==> config.mk <==
export PLATFORM = sky130hd
export DESIGN_NAME = snoop_req_arbiter_flat
export DESIGN_NICKNAME = d
export VERILOG_FILES = /design/src/rtl/snoop_req_arbiter_if.sv /design/src/rtl/snoop_req_arbiter.sv /design/src/flat_wrapper.sv
export SDC_FILE = /design/constraint.sdc
export NUM_CORES = 1
export LEC_CHECK = 0
export CORE_MARGIN = 4
export CORE_UTILIZATION = 40
export DETAILED_ROUTE_END_ITERATION = 10
export DONT_BUFFER_PORTS = 1
export GPL_ROUTABILITY_DRIVEN = 1
export PLACE_DENSITY = 0.65
export SETUP_SLACK_MARGIN = 0.3
export SYNTH_ARGS = -nofsm -noshare
export SYNTH_HDL_FRONTEND = slang
export SYNTH_SLANG_ARGS = --single-unit
==> constraint.sdc <==
create_clock -name clock -period 2 [get_ports clock]
set_input_delay 0.5 -clock clock [delete_from_list [all_inputs] [get_ports clock]]
set_output_delay 0.5 -clock clock [all_outputs]
set_load 0.005 [all_outputs]
==> src/rtl/snoop_req_arbiter_if.sv <==
`default_nettype none
// ============================================================================
// Module   : snoop_req_arbiter_if
// Desc     : Processor request ports and coherence-bus signals of the
//            snoop request arbiter.
// Revision : 1.0
// ============================================================================
interface snoop_req_arbiter_if #(
    parameter int TAGW  = 3,
    parameter int DATAW = 4
);
    logic                    p1_valid, p2_valid, p3_valid;
    logic                    p1_inst,  p2_inst,  p3_inst;
    logic [TAGW-1:0]         p1_tag,   p2_tag,   p3_tag;
    logic [DATAW-1:0]        p1_value, p2_value, p3_value;
    logic                    p1_ready, p2_ready, p3_ready;
    logic                    p1_ack,   p2_ack,   p3_ack;
    logic                    p1_err,   p2_err,   p3_err;
    logic [3+TAGW+DATAW-1:0] bus_word;
    logic                    bus_valid;
    logic                    bus_done;
    logic [2:0]              grant;
    logic                    timeout_err;

    // Arbiter side: issues transactions onto the coherence bus.
    modport master (
        input  p1_valid, p2_valid, p3_valid,
        input  p1_inst,  p2_inst,  p3_inst,
        input  p1_tag,   p2_tag,   p3_tag,
        input  p1_value, p2_value, p3_value,
        input  bus_done,
        output p1_ready, p2_ready, p3_ready,
        output p1_ack,   p2_ack,   p3_ack,
        output p1_err,   p2_err,   p3_err,
        output bus_word, bus_valid, grant, timeout_err
    );

    // Processors and coherence controller.
    modport slave (
        output p1_valid, p2_valid, p3_valid,
        output p1_inst,  p2_inst,  p3_inst,
        output p1_tag,   p2_tag,   p3_tag,
        output p1_value, p2_value, p3_value,
        output bus_done,
        input  p1_ready, p2_ready, p3_ready,
        input  p1_ack,   p2_ack,   p3_ack,
        input  p1_err,   p2_err,   p3_err,
        input  bus_word, bus_valid, grant, timeout_err
    );
endinterface
`default_nettype wire

==> src/rtl/snoop_req_arbiter.sv <==
`default_nettype none
// ============================================================================
// Module   : snoop_req_arbiter
// Desc     : Holds one request per processor port, round-robin issues them
//            to the coherence controller, completes on bus_done or timeout.
// Revision : 1.0
// ============================================================================
module snoop_req_arbiter #(
    parameter int TAGW    = 3,
    parameter int DATAW   = 4,
    parameter int TIMEOUT = 15
) (
    input  logic                clock,
    input  logic                resetn,
    snoop_req_arbiter_if.master bus
);
    localparam int         c_WORDW    = 3 + TAGW + DATAW;
    localparam logic [7:0] c_TMO_LAST = 8'(TIMEOUT - 1);

    typedef enum logic [0:0] {
        ST_IDLE = 1'b0,
        ST_BUSY = 1'b1
    } state_t;

    state_t             r_state;
    state_t             w_state_nxt;

    logic [2:0]         w_req_valid;
    logic [2:0]         w_req_inst;
    logic [TAGW-1:0]    w_req_tag [3];
    logic [DATAW-1:0]   w_req_val [3];
    logic [2:0]         w_take;
    logic [2:0]         w_clr;

    logic [2:0]         r_pend;
    logic [2:0]         r_inst;
    logic [TAGW-1:0]    r_tag [3];
    logic [DATAW-1:0]   r_val [3];

    logic [1:0]         r_rr;
    logic [1:0]         w_sel;
    logic [2:0]         w_sel_oh;
    logic [c_WORDW-1:0] w_word;
    logic               w_any;
    logic               w_start;
    logic               w_done;
    logic               w_abort;

    logic [c_WORDW-1:0] r_bus_word;
    logic               r_bus_valid;
    logic [2:0]         r_grant;
    logic [2:0]         r_ack;
    logic [2:0]         r_err;
    logic               r_terr;
    logic [7:0]         r_cnt;

    assign w_req_valid  = {bus.p3_valid, bus.p2_valid, bus.p1_valid};
    assign w_req_inst   = {bus.p3_inst,  bus.p2_inst,  bus.p1_inst};
    assign w_req_tag[0] = bus.p1_tag;
    assign w_req_tag[1] = bus.p2_tag;
    assign w_req_tag[2] = bus.p3_tag;
    assign w_req_val[0] = bus.p1_value;
    assign w_req_val[1] = bus.p2_value;
    assign w_req_val[2] = bus.p3_value;

    // A port is only loaded while empty; pending ports ignore their valid.
    assign w_take = w_req_valid & ~r_pend;

    always_ff @(posedge clock or negedge resetn) begin
        if (!resetn) begin
            r_pend <= '0;
            r_inst <= '0;
            for (int i = 0; i < 3; i++) begin
                r_tag[i] <= '0;
                r_val[i] <= '0;
            end
        end else begin
            for (int i = 0; i < 3; i++) begin
                if (w_take[i]) begin
                    r_pend[i] <= 1'b1;
                    r_inst[i] <= w_req_inst[i];
                    r_tag[i]  <= w_req_tag[i];
                    r_val[i]  <= w_req_inst[i] ? w_req_val[i] : '0;
                end else if (w_clr[i]) begin
                    r_pend[i] <= 1'b0;
                end
            end
        end
    end

    always_ff @(posedge clock or negedge resetn) begin
        if (!resetn) begin
            r_state <= ST_IDLE;
        end else begin
            r_state <= w_state_nxt;
        end
    end

    always_comb begin
        w_state_nxt = r_state;
        w_done      = 1'b0;
        w_abort     = 1'b0;
        w_clr       = '0;
        w_any       = |r_pend;
        w_sel       = 2'd0;

        // First pending port strictly after the last granted one.
        case (r_rr)
            2'd0:    w_sel = r_pend[1] ? 2'd1 : (r_pend[2] ? 2'd2 : 2'd0);
            2'd1:    w_sel = r_pend[2] ? 2'd2 : (r_pend[0] ? 2'd0 : 2'd1);
            default: w_sel = r_pend[0] ? 2'd0 : (r_pend[1] ? 2'd1 : 2'd2);
        endcase

        case (w_sel)
            2'd0:    begin w_sel_oh = 3'b001; w_word = {2'b01, r_inst[0], r_tag[0], r_val[0]}; end
            2'd1:    begin w_sel_oh = 3'b010; w_word = {2'b10, r_inst[1], r_tag[1], r_val[1]}; end
            default: begin w_sel_oh = 3'b100; w_word = {2'b11, r_inst[2], r_tag[2], r_val[2]}; end
        endcase

        case (r_state)
            ST_IDLE: begin
                if (w_any) begin
                    w_state_nxt = ST_BUSY;
                end
            end
            ST_BUSY: begin
                // bus_done wins over a timeout landing on the same edge.
                if (bus.bus_done) begin
                    w_done      = 1'b1;
                    w_clr       = r_grant;
                    w_state_nxt = ST_IDLE;
                end else if (r_cnt == c_TMO_LAST) begin
                    w_abort     = 1'b1;
                    w_clr       = r_grant;
                    w_state_nxt = ST_IDLE;
                end
            end
            default: w_state_nxt = ST_IDLE;
        endcase

        w_start = (r_state == ST_IDLE) && w_any;
    end

    always_ff @(posedge clock or negedge resetn) begin
        if (!resetn) begin
            r_rr        <= 2'd2;
            r_cnt       <= '0;
            r_bus_word  <= '0;
            r_bus_valid <= 1'b0;
            r_grant     <= '0;
            r_ack       <= '0;
            r_err       <= '0;
            r_terr      <= 1'b0;
        end else begin
            r_ack <= '0;
            r_err <= '0;
            if (w_start) begin
                r_rr        <= w_sel;
                r_cnt       <= '0;
                r_bus_word  <= w_word;
                r_bus_valid <= 1'b1;
                r_grant     <= w_sel_oh;
            end else if (w_done || w_abort) begin
                r_cnt       <= '0;
                r_bus_word  <= '0;
                r_bus_valid <= 1'b0;
                r_grant     <= '0;
                if (w_done) begin
                    r_ack <= r_grant;
                end else begin
                    r_err  <= r_grant;
                    r_terr <= 1'b1;
                end
            end else if (r_state == ST_BUSY) begin
                r_cnt <= r_cnt + 8'd1;
            end
        end
    end

    assign bus.p1_ready    = ~r_pend[0];
    assign bus.p2_ready    = ~r_pend[1];
    assign bus.p3_ready    = ~r_pend[2];
    assign bus.p1_ack      = r_ack[0];
    assign bus.p2_ack      = r_ack[1];
    assign bus.p3_ack      = r_ack[2];
    assign bus.p1_err      = r_err[0];
    assign bus.p2_err      = r_err[1];
    assign bus.p3_err      = r_err[2];
    assign bus.bus_word    = r_bus_word;
    assign bus.bus_valid   = r_bus_valid;
    assign bus.grant       = r_grant;
    assign bus.timeout_err = r_terr;

endmodule
`default_nettype wire

==> src/flat_wrapper.sv <==
// flat-port wrapper written by rule: the top's interface ports become plain ports
module snoop_req_arbiter_flat 
#(
    parameter int TAGW    = 3,
    parameter int DATAW   = 4,
    parameter int TIMEOUT = 15
)
  (clock, resetn, bus_p1_valid, bus_p2_valid, bus_p3_valid, bus_p1_inst, bus_p2_inst, bus_p3_inst, bus_p1_tag, bus_p2_tag, bus_p3_tag, bus_p1_value, bus_p2_value, bus_p3_value, bus_bus_done, bus_p1_ready, bus_p2_ready, bus_p3_ready, bus_p1_ack, bus_p2_ack, bus_p3_ack, bus_p1_err, bus_p2_err, bus_p3_err, bus_bus_word, bus_bus_valid, bus_grant, bus_timeout_err);
  snoop_req_arbiter_if #(.TAGW(TAGW), .DATAW(DATAW)) bus_i ();
  input  logic clock;
  input  logic resetn;
  input wire logic [$bits(bus_i.p1_valid)-1:0] bus_p1_valid;
  input wire logic [$bits(bus_i.p2_valid)-1:0] bus_p2_valid;
  input wire logic [$bits(bus_i.p3_valid)-1:0] bus_p3_valid;
  input wire logic [$bits(bus_i.p1_inst)-1:0] bus_p1_inst;
  input wire logic [$bits(bus_i.p2_inst)-1:0] bus_p2_inst;
  input wire logic [$bits(bus_i.p3_inst)-1:0] bus_p3_inst;
  input wire logic [$bits(bus_i.p1_tag)-1:0] bus_p1_tag;
  input wire logic [$bits(bus_i.p2_tag)-1:0] bus_p2_tag;
  input wire logic [$bits(bus_i.p3_tag)-1:0] bus_p3_tag;
  input wire logic [$bits(bus_i.p1_value)-1:0] bus_p1_value;
  input wire logic [$bits(bus_i.p2_value)-1:0] bus_p2_value;
  input wire logic [$bits(bus_i.p3_value)-1:0] bus_p3_value;
  input wire logic [$bits(bus_i.bus_done)-1:0] bus_bus_done;
  output wire logic [$bits(bus_i.p1_ready)-1:0] bus_p1_ready;
  output wire logic [$bits(bus_i.p2_ready)-1:0] bus_p2_ready;
  output wire logic [$bits(bus_i.p3_ready)-1:0] bus_p3_ready;
  output wire logic [$bits(bus_i.p1_ack)-1:0] bus_p1_ack;
  output wire logic [$bits(bus_i.p2_ack)-1:0] bus_p2_ack;
  output wire logic [$bits(bus_i.p3_ack)-1:0] bus_p3_ack;
  output wire logic [$bits(bus_i.p1_err)-1:0] bus_p1_err;
  output wire logic [$bits(bus_i.p2_err)-1:0] bus_p2_err;
  output wire logic [$bits(bus_i.p3_err)-1:0] bus_p3_err;
  output wire logic [$bits(bus_i.bus_word)-1:0] bus_bus_word;
  output wire logic [$bits(bus_i.bus_valid)-1:0] bus_bus_valid;
  output wire logic [$bits(bus_i.grant)-1:0] bus_grant;
  output wire logic [$bits(bus_i.timeout_err)-1:0] bus_timeout_err;
  assign bus_i.p1_valid = bus_p1_valid;
  assign bus_i.p2_valid = bus_p2_valid;
  assign bus_i.p3_valid = bus_p3_valid;
  assign bus_i.p1_inst = bus_p1_inst;
  assign bus_i.p2_inst = bus_p2_inst;
  assign bus_i.p3_inst = bus_p3_inst;
  assign bus_i.p1_tag = bus_p1_tag;
  assign bus_i.p2_tag = bus_p2_tag;
  assign bus_i.p3_tag = bus_p3_tag;
  assign bus_i.p1_value = bus_p1_value;
  assign bus_i.p2_value = bus_p2_value;
  assign bus_i.p3_value = bus_p3_value;
  assign bus_i.bus_done = bus_bus_done;
  assign bus_p1_ready = bus_i.p1_ready;
  assign bus_p2_ready = bus_i.p2_ready;
  assign bus_p3_ready = bus_i.p3_ready;
  assign bus_p1_ack = bus_i.p1_ack;
  assign bus_p2_ack = bus_i.p2_ack;
  assign bus_p3_ack = bus_i.p3_ack;
  assign bus_p1_err = bus_i.p1_err;
  assign bus_p2_err = bus_i.p2_err;
  assign bus_p3_err = bus_i.p3_err;
  assign bus_bus_word = bus_i.bus_word;
  assign bus_bus_valid = bus_i.bus_valid;
  assign bus_grant = bus_i.grant;
  assign bus_timeout_err = bus_i.timeout_err;
  snoop_req_arbiter #(.TAGW(TAGW), .DATAW(DATAW), .TIMEOUT(TIMEOUT)) u_core (.clock(clock), .resetn(resetn), .bus(bus_i));
endmodule
==> results.json <==
{
  "grt_max_degree": 60,
  "crit_required_ps": 2230,
  "rows": 28,
  "drive_gt1_share_pct": 21.6,
  "cts_tree": "yes",
  "crit_fanout": 12,
  "fin_setup_tns_ps": 0,
  "power_density_mw_per_mm2": 1410,
  "rsz0062_at_grt": "true",
  "end_kind": "register",
  "hold_path_class": "in2async",
  "final_cells": 306,
  "drt_iter0_markers": 70,
  "maxCapViolCount": 0,
  "outcome": "finished with violations",
  "synthArstFlopShare_pct": 100,
  "finalPower_mw": 3.99,
  "slew_headroom_pct": 64.0,
  "first_global_vias": 1715,
  "synth_top_cell_by_area": "dfrtp_1",
  "syn_avg_cell_area_um2": 11.4,
  "timing.hold.ws_ps": -152,
  "cts.clk_slew.worst_paths_ps": 70,
  "detail_route.vias_per_cell": 5.48,
  "critPathMaxStageDelay_ps": 410,
  "cts_root_buf": "clkbuf_8",
  "firstDrtPassIters": 4,
  "post-route-min-period_ps": 1650,
  "nets": 258,
  "placed_cell_area_mm2": 0.00256,
  "overflow": 0,
  "ios": 54,
  "track_usage_pct": 15.4,
  "fin_crit_sh_pct": 82.5,
  "wl_per_cell_um": 17.3,
  "ir_worst_vdd_mv": 0.728,
  "start_util_pct": 41.8,
  "drc": 0,
  "setup_viol": 0,
  "cts.sinks": 59,
  "crit_type": "reg2reg",
  "dieHeight_um": 87.1,
  "synth-seq-area-share_pct": 59.0,
  "place_inst": 286,
  "violations": "negative hold slack",
  "detail-route-antenna-nets": 0,
  "synth.distinct_cells": 42,
  "slew_viol_final": 0,
  "portBuffers": 0,
  "antenna_found_initial": 0,
  "start_kind": "register",
  "synth_ff_type": "dfrtp_1",
  "finClkSkew_ps": 6.98,
  "fin_area_mm2": 0.00283,
  "synth_area_mm2": 0.00250,
  "hold_violations": 58,
  "diodes": 0,
  "worst_ep_arrival_time_ps": 1880,
  "dieArea_mm2": 0.00759,
  "syn_nets": 251,
  "hpwl_mm": 3.73,
  "core_area_mm2": 0.00599,
  "synth-warning-count": 0,
  "routed_wl_mm": 5.30,
  "fp.dieW_um": 87.1,
  "p_leak_nw": 1.29,
  "postSynthCellCount": 219,
  "worstSkewPairLatency_ps": 340,
  "fmax_mhz": 606,
  "vias": 1678,
  "grt_pass1_wl_mm": 8.75,
  "cts_buffer_depth": 2,
  "cts_max_level": 3,
  "syn2layout_area_growth_pct": 13.0,
  "ys_top_cells_by_area": "dfrtp_1 (58%), nand2_1 (5.4%), mux2_2 (5.4%), o21ai_0 (3.6%), a221o_1 (3.2%)",
  "synth_edf_count": 0,
  "gp_congestion": 0.765,
  "netlist.area_leader.share_pct": 58.0,
  "cpMaxStageDelayCell": "dfrtp_1",
  "ys_seq_elements": 59,
  "cts_made_buffers": 9,
  "crit_chain": "nor4_2 -> a311o_2 -> buf_12 -> nand2_4 -> a221o_1",
  "tightest_slew_ps": 535
}
-- registers in the layout, summed over array words and instances, names as in the netlist --
| signal | count |
|---|---|
| u_core.r_tag | 9 |
| u_core.bus.grant | 3 |
| u_core.r_ack | 3 |
| u_core.bus.bus_word | 10 |
| u_core.r_pend | 3 |
| u_core.r_err | 3 |
| u_core.bus.bus_valid | 1 |
| u_core.r_cnt | 8 |
| u_core.r_rr | 2 |
| u_core.r_state | 1 |
| u_core.r_inst | 3 |
| u_core.bus.timeout_err | 1 |
| u_core.r_val | 12 |
-- synth_stat cells (3+ instances only) --
library cell / number
a221o_1: 8
buf_2: 4
inv_1: 6
a21o_1: 3
dfrtp_1: 58
o21ai_0: 18
nor2_1: 12
nor3b_1: 3
nand2_1: 36
mux2_2: 12
nand3_1: 3
clkbuf_1: 4
a32o_1: 8
a31oi_1: 3
xor2_1: 5
and3_1: 5
-- cell type report --
cell class / count / area [um^2]
clock inverter: 7 / 76.3
sequential: 59 / 1480
inverter: 6 / 22.5
multi-input combinational: 144 / 976
tap: 75 / 93.8
clock buffer: 9 / 124
fill: 543 / 3160
timing repair buffer: 6 / 57.6
-- through the flow --
stage | util (%) | worst slack, ps | hold WS [ps]
3_5_place_dp | 42.8 | 264 | 206
5_1_grt | 47.2 | 241 | -187
3_3_place_gp | 42.8 | 296 | 206
6_report | 47.2 | 351 | -152
2_1_floorplan | - | 329 | 204
4_1_cts | 46.3 | 301 | -169
-- layer usage --
layer  share of wire (%)  vias to the layer above  global-route usage, %
li1                    -                      801                      -
met1                  41                      802                   18.8
met2                  46                       66                   23.0
met3                  11                        9                   8.99
met4                 1.5                        0                   4.60
met5                   0                        -                      0
-- where the power goes --
part | internal (mW) | leakage, nW | total (mW) | switching, mW
registers | 1.58 | 0.748 | 1.89 | 0.307
logic | 0.493 | 0.443 | 1.02 | 0.528
clock network | 0.582 | 0.0962 | 1.08 | 0.499
total | 2.66 | 1.29 | 3.99 | 1.33
-- critical path: cells and delay by family (launching register included) --
family / cells / cell delay (ps)
compound gates: 2 / 630
flops: 1 / 410
simple gates: 2 / 380
buf+inv: 1 / 120
-- worst paths after layout --
path,start,to,slack [ps],cells after the start
worst max-delay path,u_core.r_cnt[7],u_core.bus.bus_word[4],350,5
worst min-delay path,resetn,u_core.r_cnt[2],-150,0
worst max register to register,u_core.r_cnt[7],u_core.bus.bus_word[4],350,5
worst min register to register,u_core.r_val[0],u_core.r_val[0],480,2
max in group asynchronous,resetn,u_core.r_rr[1],1970,0
min in group clock,bus_bus_done,u_core.r_err[0],220,1
-- cells by family (layout without fill, tap and decap cells) --
logic type | count (synthesis) | after routing | synth area share [%]
and+or+nand+nor | 73 | 73 | 13.9
muxes | 12 | 12 | 5.40
AOI/OAI and AO/OA | 52 | 52 | 16.0
xor gates and xnor gates | 5 | 5 | 1.75
adders and majority gates | 2 | 2 | 0.999
DFF | 59 | 59 | 59.0
buffers and inverters | 16 | 28 | 2.90
-- layout by cell type (no fill, tap or decap), drive strengths merged, types with 3 or more instances in the layout --
cell    synthesis  routed
nor3b           3       3
nor2           12      12
a31oi           3       3
nand2          37      37
and3            6       6
and2            4       4
inv             6       8
a21o            3       3
xor2            5       5
a221o           8       8
nand3           3       3
dfrtp          58      58
a32o            8       8
clkbuf          4       9
buf             6       6
o21ai          18      18
mux2           12      12
-- repair_timing --
action                                  in CTS  in global routing
setup buffers                                1                  3
endpoints found under the setup margin       9                 16
resized for setup                            1                  6
hold endpoints to repair                    59                 59
pin swaps                                    0                  5
(Power assumes the default switching activity.)
